## config.mk

```make
export PLATFORM = sky130hd
export DESIGN_NAME = keypad_digit_entry
export DESIGN_NICKNAME = d
export VERILOG_FILES = /design/src/rtl/keypad_digit_entry.sv
export SDC_FILE = /design/constraint.sdc
export NUM_CORES = 1
export LEC_CHECK = 0
export ABC_AREA = 1
export CAP_MARGIN = 20
export CORE_MARGIN = 8
export CORE_UTILIZATION = 30
export DETAILED_ROUTE_END_ITERATION = 10
export HOLD_SLACK_MARGIN = 0.06
export PLACE_DENSITY = 0.6
export SLEW_MARGIN = 20
export SYNTH_ARGS = -nofsm -noshare
export SYNTH_HDL_FRONTEND = slang
export SYNTH_SLANG_ARGS = --single-unit
```

## constraint.sdc

```tcl
create_clock -name clk -period 4.5 [get_ports clk]
set_input_delay 0.675 -clock clk [delete_from_list [all_inputs] [get_ports clk]]
set_output_delay 0.675 -clock clk [all_outputs]
set_load 0.01 [all_outputs]
```

## src/rtl/keypad_digit_entry.sv

```systemverilog
// rtl/keypad_digit_entry.sv - debounced one-digit-per-press keypad entry with BCD shift buffer
// Optional feature: define KEYPAD_ROLLOVER_EN to keep shifting when the buffer is full.
module keypad_digit_entry #(
  parameter int NUM_DIGITS      = 4,
  parameter int DEBOUNCE_CYCLES = 8,
  localparam int CW             = $clog2(NUM_DIGITS + 1),
  localparam int DW             = $clog2(DEBOUNCE_CYCLES + 1)
) (
  input  logic                    clk,
  input  logic                    rst,
  input  logic [9:0]              keypad,
  input  logic                    enablen,
  input  logic                    clear,
  output logic [3:0]              bcd,
  output logic                    loadn,
  output logic [4*NUM_DIGITS-1:0] digits,
  output logic [CW-1:0]           digit_count,
  output logic                    full
);

  localparam logic [1:0] S_IDLE     = 2'd0;
  localparam logic [1:0] S_DEBOUNCE = 2'd1;
  localparam logic [1:0] S_HELD     = 2'd2;
  localparam logic [1:0] S_RELEASE  = 2'd3;

  localparam logic [DW-1:0] CNT_ONE = DW'(1);
  localparam logic [DW-1:0] CNT_MAX = DW'(DEBOUNCE_CYCLES);
  localparam logic [CW-1:0] CNT_FULL = CW'(NUM_DIGITS);

  logic [9:0]              sync1_q, ks_q;
  logic [1:0]              state_q, state_d;
  logic [9:0]              cand_q, cand_d;
  logic [DW-1:0]           cnt_q, cnt_d;
  logic [3:0]              bcd_q, bcd_d;
  logic                    loadn_q, loadn_d;
  logic [4*NUM_DIGITS-1:0] digits_q, digits_d, digits_shifted;
  logic [CW-1:0]           count_q, count_d;
  logic                    accept;
  logic                    ks_valid;

  function automatic logic [3:0] encode(input logic [9:0] k);
    logic [3:0] r;
    r = 4'hF;
    for (int i = 0; i < 10; i++) begin
      if (k[i]) r = 4'(i);
    end
    return r;
  endfunction

  assign ks_valid = (ks_q != 10'd0) && ((ks_q & (ks_q - 10'd1)) == 10'd0);

  generate
    if (NUM_DIGITS == 1) begin : g_shift_one
      assign digits_shifted = encode(ks_q);
    end else begin : g_shift_many
      assign digits_shifted = {digits_q[4*NUM_DIGITS-5:0], encode(ks_q)};
    end
  endgenerate

  always_comb begin
    state_d = state_q;
    cand_d  = cand_q;
    cnt_d   = cnt_q;
    bcd_d   = bcd_q;
    accept  = 1'b0;
    if (enablen) begin
      state_d = S_IDLE;
      cnt_d   = '0;
      bcd_d   = 4'hF;
    end else begin
      case (state_q)
        S_IDLE: begin
          if (ks_valid) begin
            cand_d = ks_q;
            if (CNT_ONE == CNT_MAX) begin
              accept  = 1'b1;
              state_d = S_HELD;
              cnt_d   = '0;
            end else begin
              state_d = S_DEBOUNCE;
              cnt_d   = CNT_ONE;
            end
          end
        end
        S_DEBOUNCE: begin
          if (ks_q == cand_q) begin
            if (cnt_q + CNT_ONE == CNT_MAX) begin
              accept  = 1'b1;
              state_d = S_HELD;
              cnt_d   = '0;
            end else begin
              cnt_d = cnt_q + CNT_ONE;
            end
          end else begin
            state_d = S_IDLE;
            cnt_d   = '0;
          end
        end
        S_HELD: begin
          if (ks_q == 10'd0) begin
            if (CNT_ONE == CNT_MAX) begin
              state_d = S_IDLE;
              cnt_d   = '0;
              bcd_d   = 4'hF;
            end else begin
              state_d = S_RELEASE;
              cnt_d   = CNT_ONE;
            end
          end
        end
        default: begin
          if (ks_q == 10'd0) begin
            if (cnt_q + CNT_ONE == CNT_MAX) begin
              state_d = S_IDLE;
              cnt_d   = '0;
              bcd_d   = 4'hF;
            end else begin
              cnt_d = cnt_q + CNT_ONE;
            end
          end else begin
            state_d = S_HELD;
            cnt_d   = '0;
          end
        end
      endcase
      // accept only occurs when ks equals the candidate, so ks encodes the digit
      if (accept) bcd_d = encode(ks_q);
    end
  end

  always_comb begin
    digits_d = digits_q;
    count_d  = count_q;
    loadn_d  = 1'b1;
    if (clear) begin
      digits_d = '0;
      count_d  = '0;
    end else if (accept) begin
      loadn_d = 1'b0;
      if (count_q != CNT_FULL) begin
        digits_d = digits_shifted;
        count_d  = count_q + CW'(1);
      end else begin
`ifdef KEYPAD_ROLLOVER_EN
        digits_d = digits_shifted;
`else
        digits_d = digits_q;
`endif
      end
    end
  end

  // Synchroniser is held empty while disabled so a held key is re-sampled from scratch.
  always_ff @(posedge clk or posedge rst) begin
    if (rst) begin
      sync1_q <= '0;
      ks_q    <= '0;
    end else if (enablen) begin
      sync1_q <= '0;
      ks_q    <= '0;
    end else begin
      sync1_q <= keypad;
      ks_q    <= sync1_q;
    end
  end

  always_ff @(posedge clk or posedge rst) begin
    if (rst) begin
      state_q  <= S_IDLE;
      cand_q   <= '0;
      cnt_q    <= '0;
      bcd_q    <= 4'hF;
      loadn_q  <= 1'b1;
      digits_q <= '0;
      count_q  <= '0;
    end else begin
      state_q  <= state_d;
      cand_q   <= cand_d;
      cnt_q    <= cnt_d;
      bcd_q    <= bcd_d;
      loadn_q  <= loadn_d;
      digits_q <= digits_d;
      count_q  <= count_d;
    end
  end

  assign bcd         = bcd_q;
  assign loadn       = loadn_q;
  assign digits      = digits_q;
  assign digit_count = count_q;
  assign full        = (count_q == CNT_FULL);

endmodule

```

## After elaboration in Yosys (flattened, before gate mapping)

Cells that the tools add are included.
Widths: inputs -> output; s select.

| word-level totals | value |
|---|---|
| bits in registers | 60 |
| input bits | 14 |
| output and inout port bits | 25 |
| word-level logic and storage cells | 85 |

| cells by class | value |
|---|---|
| add/subtract/negate cells | 3 |
| eq/ne operators | 11 |
| muxes and demuxes | 45 |
| bitwise operators | 2 |
| reductions and logical operators | 15 |

Operators with widths:

| cell | number |
|---|---|
| $mux 4 | 21 |
| $mux 16 | 3 |
| $logic_not 10->1 | 2 |
| $mux 10 | 2 |
| $mux 2 | 7 |
| $pmux 4 s3 | 1 |
| $and 10x10->10 | 1 |
| $eq 10x10->1 | 1 |
| $reduce_bool 10->1 | 1 |
| $sub 10x1->10 const B | 1 |
| $mux 3 | 3 |
| $ne 3x3->1 const B | 3 |
| $mux 1 | 7 |
| $ne 6x3->1 const B | 1 |
| $pmux 2 s3 | 1 |
| $reduce_and 3->1 | 2 |
| $reduce_bool 3->1 | 2 |
| $add 4x1->4 const B | 1 |
| $eq 4x4->1 const B | 1 |
| $ne 4x4->1 const B | 1 |
| $reduce_and 2->1 | 2 |
| $reduce_and 4->1 | 1 |
| $reduce_bool 2->1 | 2 |
| $add 3x1->3 const B | 1 |
| 8 further kinds | 8 |

## Depth between registers and ports, before layout

| logic depth | value |
|---|---|
| depth after elaboration | 13 |
| gate-level depth with buffers | 12 |
| gate-level depth less buffers | 12 |

## Worst setup path after synthesis

OpenSTA, ideal clock, no wires.

| path | value |
|---|---|
| path type | reg2reg |
| start | reg cnt_q[0] |
| end | reg count_q[0] (netlist: digit_count[0]) |
| library setup time | 118 ps |
| arrival time | 1,485 ps |
| data required time | 4,382 ps |
| setup slack | 2,897 ps |
| cell stages (with the launch flop) | 10 |
| path buffers | 1 |
| period minus slack after synthesis | 1,603 ps |
| path through | dfrtp_1 > ha_1 > nand2_1 > inv_1 > nand3_1 > nor2_2 > nand4_4 > buf_6 > nand3_1 > nand2_1 |

| between the ends | value |
|---|---|
| word-level cells in the longest chain between the ends | 9 |

Ends and longest elaborated chain:

| what | line | RTL |
|---|---|---|
| from (decl) | 33 | `logic [DW-1:0] cnt_q, cnt_d;` |
| from (signal assigned) | 179 | `cnt_q <= cnt_d;` |
| $add 4x1->4 | 87 | `if (cnt_q + CNT_ONE == CNT_MAX) begin` |
| $eq 4x4->1 | 87 |  |
| $mux 1 | 87 |  |
| $mux 1 | 86 | `if (ks_q == cand_q) begin` |
| $mux 1 | 71 | `case (state_q)` |
| $mux 1 (2 in series) | 66 | `if (enablen) begin` |
| $reduce_bool 2->1 (no source line) | n/a |  |
| $reduce_and 2->1 (no source line) | n/a |  |
| to (signal assigned) | 183 | `count_q <= count_d;` |
| to (decl) | 37 | `logic [CW-1:0] count_q, count_d;` |

Every way passes these cells. The select of a mux whose other input is x is not followed.
A chain may end at the register's enable or synchronous reset.

## Worst setup path in the final report

| path | value |
|---|---|
| start | in enablen |
| end | reg cand_q[4] |

| between the ends | value |
|---|---|
| word-level cells in the longest chain between the ends | 2 |

Ends and longest elaborated chain:

| what | line | RTL |
|---|---|---|
| from (decl) | 12 | `input logic enablen,` |
| $not 1->1 (no source line) | n/a |  |
| $reduce_and 3->1 (no source line) | n/a |  |
| to (signal assigned) | 178 | `cand_q <= cand_d;` |
| to (decl) | 32 | `logic [9:0] cand_q, cand_d;` |

Every way passes these cells.

==> results.ini <==
[worst_setup_path]
crit_family=simple AND/OR/NAND/NOR gates
required_ns=4.72
worst-path-buf-inv=2
path_cells=clkdlybuf4s50_1 > nor2_1 > inv_1 > nor2_1 > nand3_2 > nand2_1 > nand2_1
r2r_slack_ns=2.24
ff2ff_path_depth=9
r2r-end=digits[5]$_DFFE_PP0P_
critical_path.slowest_cell=clkdlybuf4s50_1
max_stage_delay_ns=0.88
arrival_ns=3.04
crit_type=in2reg
worst-path-stages=7
cp_max_fo=24
cp-start-kind=input port
cp-end-kind=flip-flop
r2r_start=cnt_q[0]$_DFFE_PP0P_

[global_routing]
grt_pass1_wl_um=12500
grt_max_degree=34
grt_overflow_total=0
antenna_found_initial=0
grt_pass1_vias=2670
grt.total_usage_pct=10.7

[floorplan]
start_util_pct=31.0
std_cell_rows=37
io_pins=39
dieArea_mm2=0.0143
coreArea_mm2=0.0104
dieHeight_um=119
chipWidth_um=119

[timing]
rsz0062_at_grt=false
finalSetupViolCount=0
fin_setup_tns_ns=0
fin_crit_ns=2.82
post-route-period-util_pct=62.7
slew_viol_final=0
hold_violations=0
slew_headroom_pct=38.3
fin_worst_skew_ns=0.00938
max_freq_ghz=0.355
max_slew.worst_pin.slew_ns=0.923

[cts]
holdBufCountCts=0
cts_sinks=60
postCtsSetupBuffers=0
cts_buffers=9
clk_latency_ns=0.34
post_cts_resized=0
cts_tree=done
cts-root-buf=clkbuf_8
cts_max_level=3
cts.path.max_buffers=2
cts.clk_slew.worst_paths_ns=0.07

[drt]
final_antenna_net_count=0
routed_wl_um=7050
drtPass1Iterations=4
post_drt_wl_per_cell_um=11.8
drt-initial-drc-count=151
vias=2662
via_per_inst=4.44
drc=0

[place]
placed_area_mm2=0.00371
dp_cells=583
gp_congestion=0.769
dp_hpwl_um=5070
port_buffers=38

[final_layout]
regArea_mm2=0.00151
nFillCells=1098
nNetsFinal=476
diodes=0
layout-drive-gt1-share_pct=15.1
multiInputGateArea_mm2=0.00138
final_cells=600
syn2layout_area_growth_pct=22.0
final_area_mm2=0.00392

[yosys]
async_flop_share_pct=100
synthesis.area_mm2=0.00321
synth_nets=436
ys_seq_elements=60
synth_cells=419
synth_edf_count=0
ys_seq_area_share_pct=47.0
syn_avg_cell_area_um2=7.66
synthDistinctLibCells=31
synth_ff_type=dfrtp_1
yosys_warnings=0

[power]
total_power_mw=1.36
vdd_drop_max_mv=0.137
p_leak_nw=2.02
power_density_mw_per_mm2=346

[min_path]
hold_path_class=reg2reg
holdCritStartpoint=sync1_q[0]$_DFF_PP0_
worstHoldEndpoint=ks_q[0]$_DFF_PP0_
hold_depth=2

[status]
status=finished clean

[job]
cap_violations=0

[logic make-up (layout without fill, tap and decap cells)]
family,after synthesis,after routing,share of synthesized area [%]
simple gates,256,256,37.8
fa+ha+maj,3,3,1.17
xor+xnor,1,1,0.273
flops,60,60,47.0
buf+inv,81,126,10.1
compound gates,18,18,3.66
[cell usage after synthesis, types with 2 or more instances]
library cell  count  share of area [%]
ha_1              3                1.2
nand4_1          15                2.9
nand3_2          15                4.7
nand2_4           2               0.70
dfstp_2           5                4.1
o21ai_0           3               0.47
nand2_2           5               0.97
nor2_2            7                1.4
clkinv_1          2               0.23
inv_1            58                6.8
nand2_1         136                 16
buf_2             2               0.31
inv_2            10                1.2
nor2_1           45                5.3
nor3_1            2               0.31
clkbuf_1          4               0.47
o21ai_1           4               0.62
a21oi_1           3               0.47
nand3_1          26                4.1
o21ai_2           4                1.1
dfrtp_1          55                 43
buf_1             2               0.23
a21oi_2           2               0.55
buf_6             2               0.70
[tightest hold or removal path: stages (launching register included)]
cell	delay, ns
dfrtp_1	0.32
inv_1	0.03
nor2_1	0.07
[stage by stage]
| stage | hold slack [ns] | setup slack, ns | util [%] |
|---|---|---|---|
| 6_report | 0.456 | 1.68 | 37.8 |
| 5_1_grt | 0.476 | 1.23 | 37.8 |
| 4_1_cts | 0.460 | 1.64 | 37.5 |
| 3_5_place_dp | 0.444 | 1.27 | 35.7 |
| 3_3_place_gp | 0.438 | 1.40 | 35.7 |
| 2_1_floorplan | 0.434 | 2.35 | - |
[placed cells by master, fill, tap and decap left out]
cell | Yosys | layout
nand2_2 | 5 | 5
nand4_1 | 15 | 15
nor2_1 | 45 | 45
a21boi_1 | 1 | 1
nand3_2 | 15 | 15
dfrtp_1 | 55 | 55
nor2_8 | 1 | 1
inv_2 | 10 | 11
nor2_2 | 7 | 7
o21ai_2 | 4 | 4
clkinvlp_4 | 0 | 1
inv_1 | 58 | 57
clkinv_2 | 0 | 3
buf_4 | 1 | 1
clkdlybuf4s50_1 | 0 | 38
clkbuf_8 | 0 | 9
a21oi_2 | 2 | 2
nand3_1 | 26 | 26
nor3_1 | 2 | 2
clkinv_1 | 2 | 2
nand4_4 | 1 | 1
nand2_4 | 2 | 2
dfstp_2 | 5 | 5
nand2_1 | 136 | 136
buf_16 | 0 | 1
clkbuf_1 | 4 | 2
o21ai_0 | 3 | 3
xor2_1 | 1 | 1
o21ai_1 | 4 | 4
ha_1 | 3 | 3
bufinv_16 | 0 | 1
o211ai_1 | 1 | 1
a21oi_1 | 3 | 3
nor2_4 | 1 | 1
[metal layers]
metal  global-route usage (%)  share of wire, %
met1                     13.2                48
met2                     16.8                46
met3                     2.22               3.8
met4                     6.48               2.7
met5                        0                 0
[worst max-delay path by stage]
stage,startpoint,endpoint,slack (ns)
after floorplan,rst,cand_q[0]$_DFFE_PP0P_,2.35
after global placement,enablen,cand_q[6]$_DFFE_PP0P_,1.40
after detailed placement,enablen,cand_q[4]$_DFFE_PP0P_,1.27
after CTS,enablen,cand_q[4]$_DFFE_PP0P_,1.64
after global routing,enablen,cand_q[4]$_DFFE_PP0P_,1.23
final,enablen,cand_q[4]$_DFFE_PP0P_,1.68
[area by class of cell]
class	instances	share of cell area, %
clock buffers	11	3.35
clock inverters	5	1.34
inverters	70	6.71
multi-input cells	278	35.2
flip-flops and latches	60	38.5
well taps	136	4.34
repair buffers	40	10.6
[power by group]
part / switching [mW] / internal, mW / leakage (nW) / total, mW
clock network: 0.210 / 0.253 / 0.0931 / 0.463
logic: 0.173 / 0.0934 / 1.13 / 0.267
registers: 0.0435 / 0.583 / 0.795 / 0.627
total: 0.427 / 0.930 / 2.02 / 1.36
[sequential cells by signal (all words and copies together) (netlist names)]
register     cells
digit_count      3
bcd              4
digits          16
loadn            1
cand_q          10
cnt_q            4
state_q          2
ks_q            10
sync1_q         10
No activity file was read; power rests on OpenSTA's default activity.
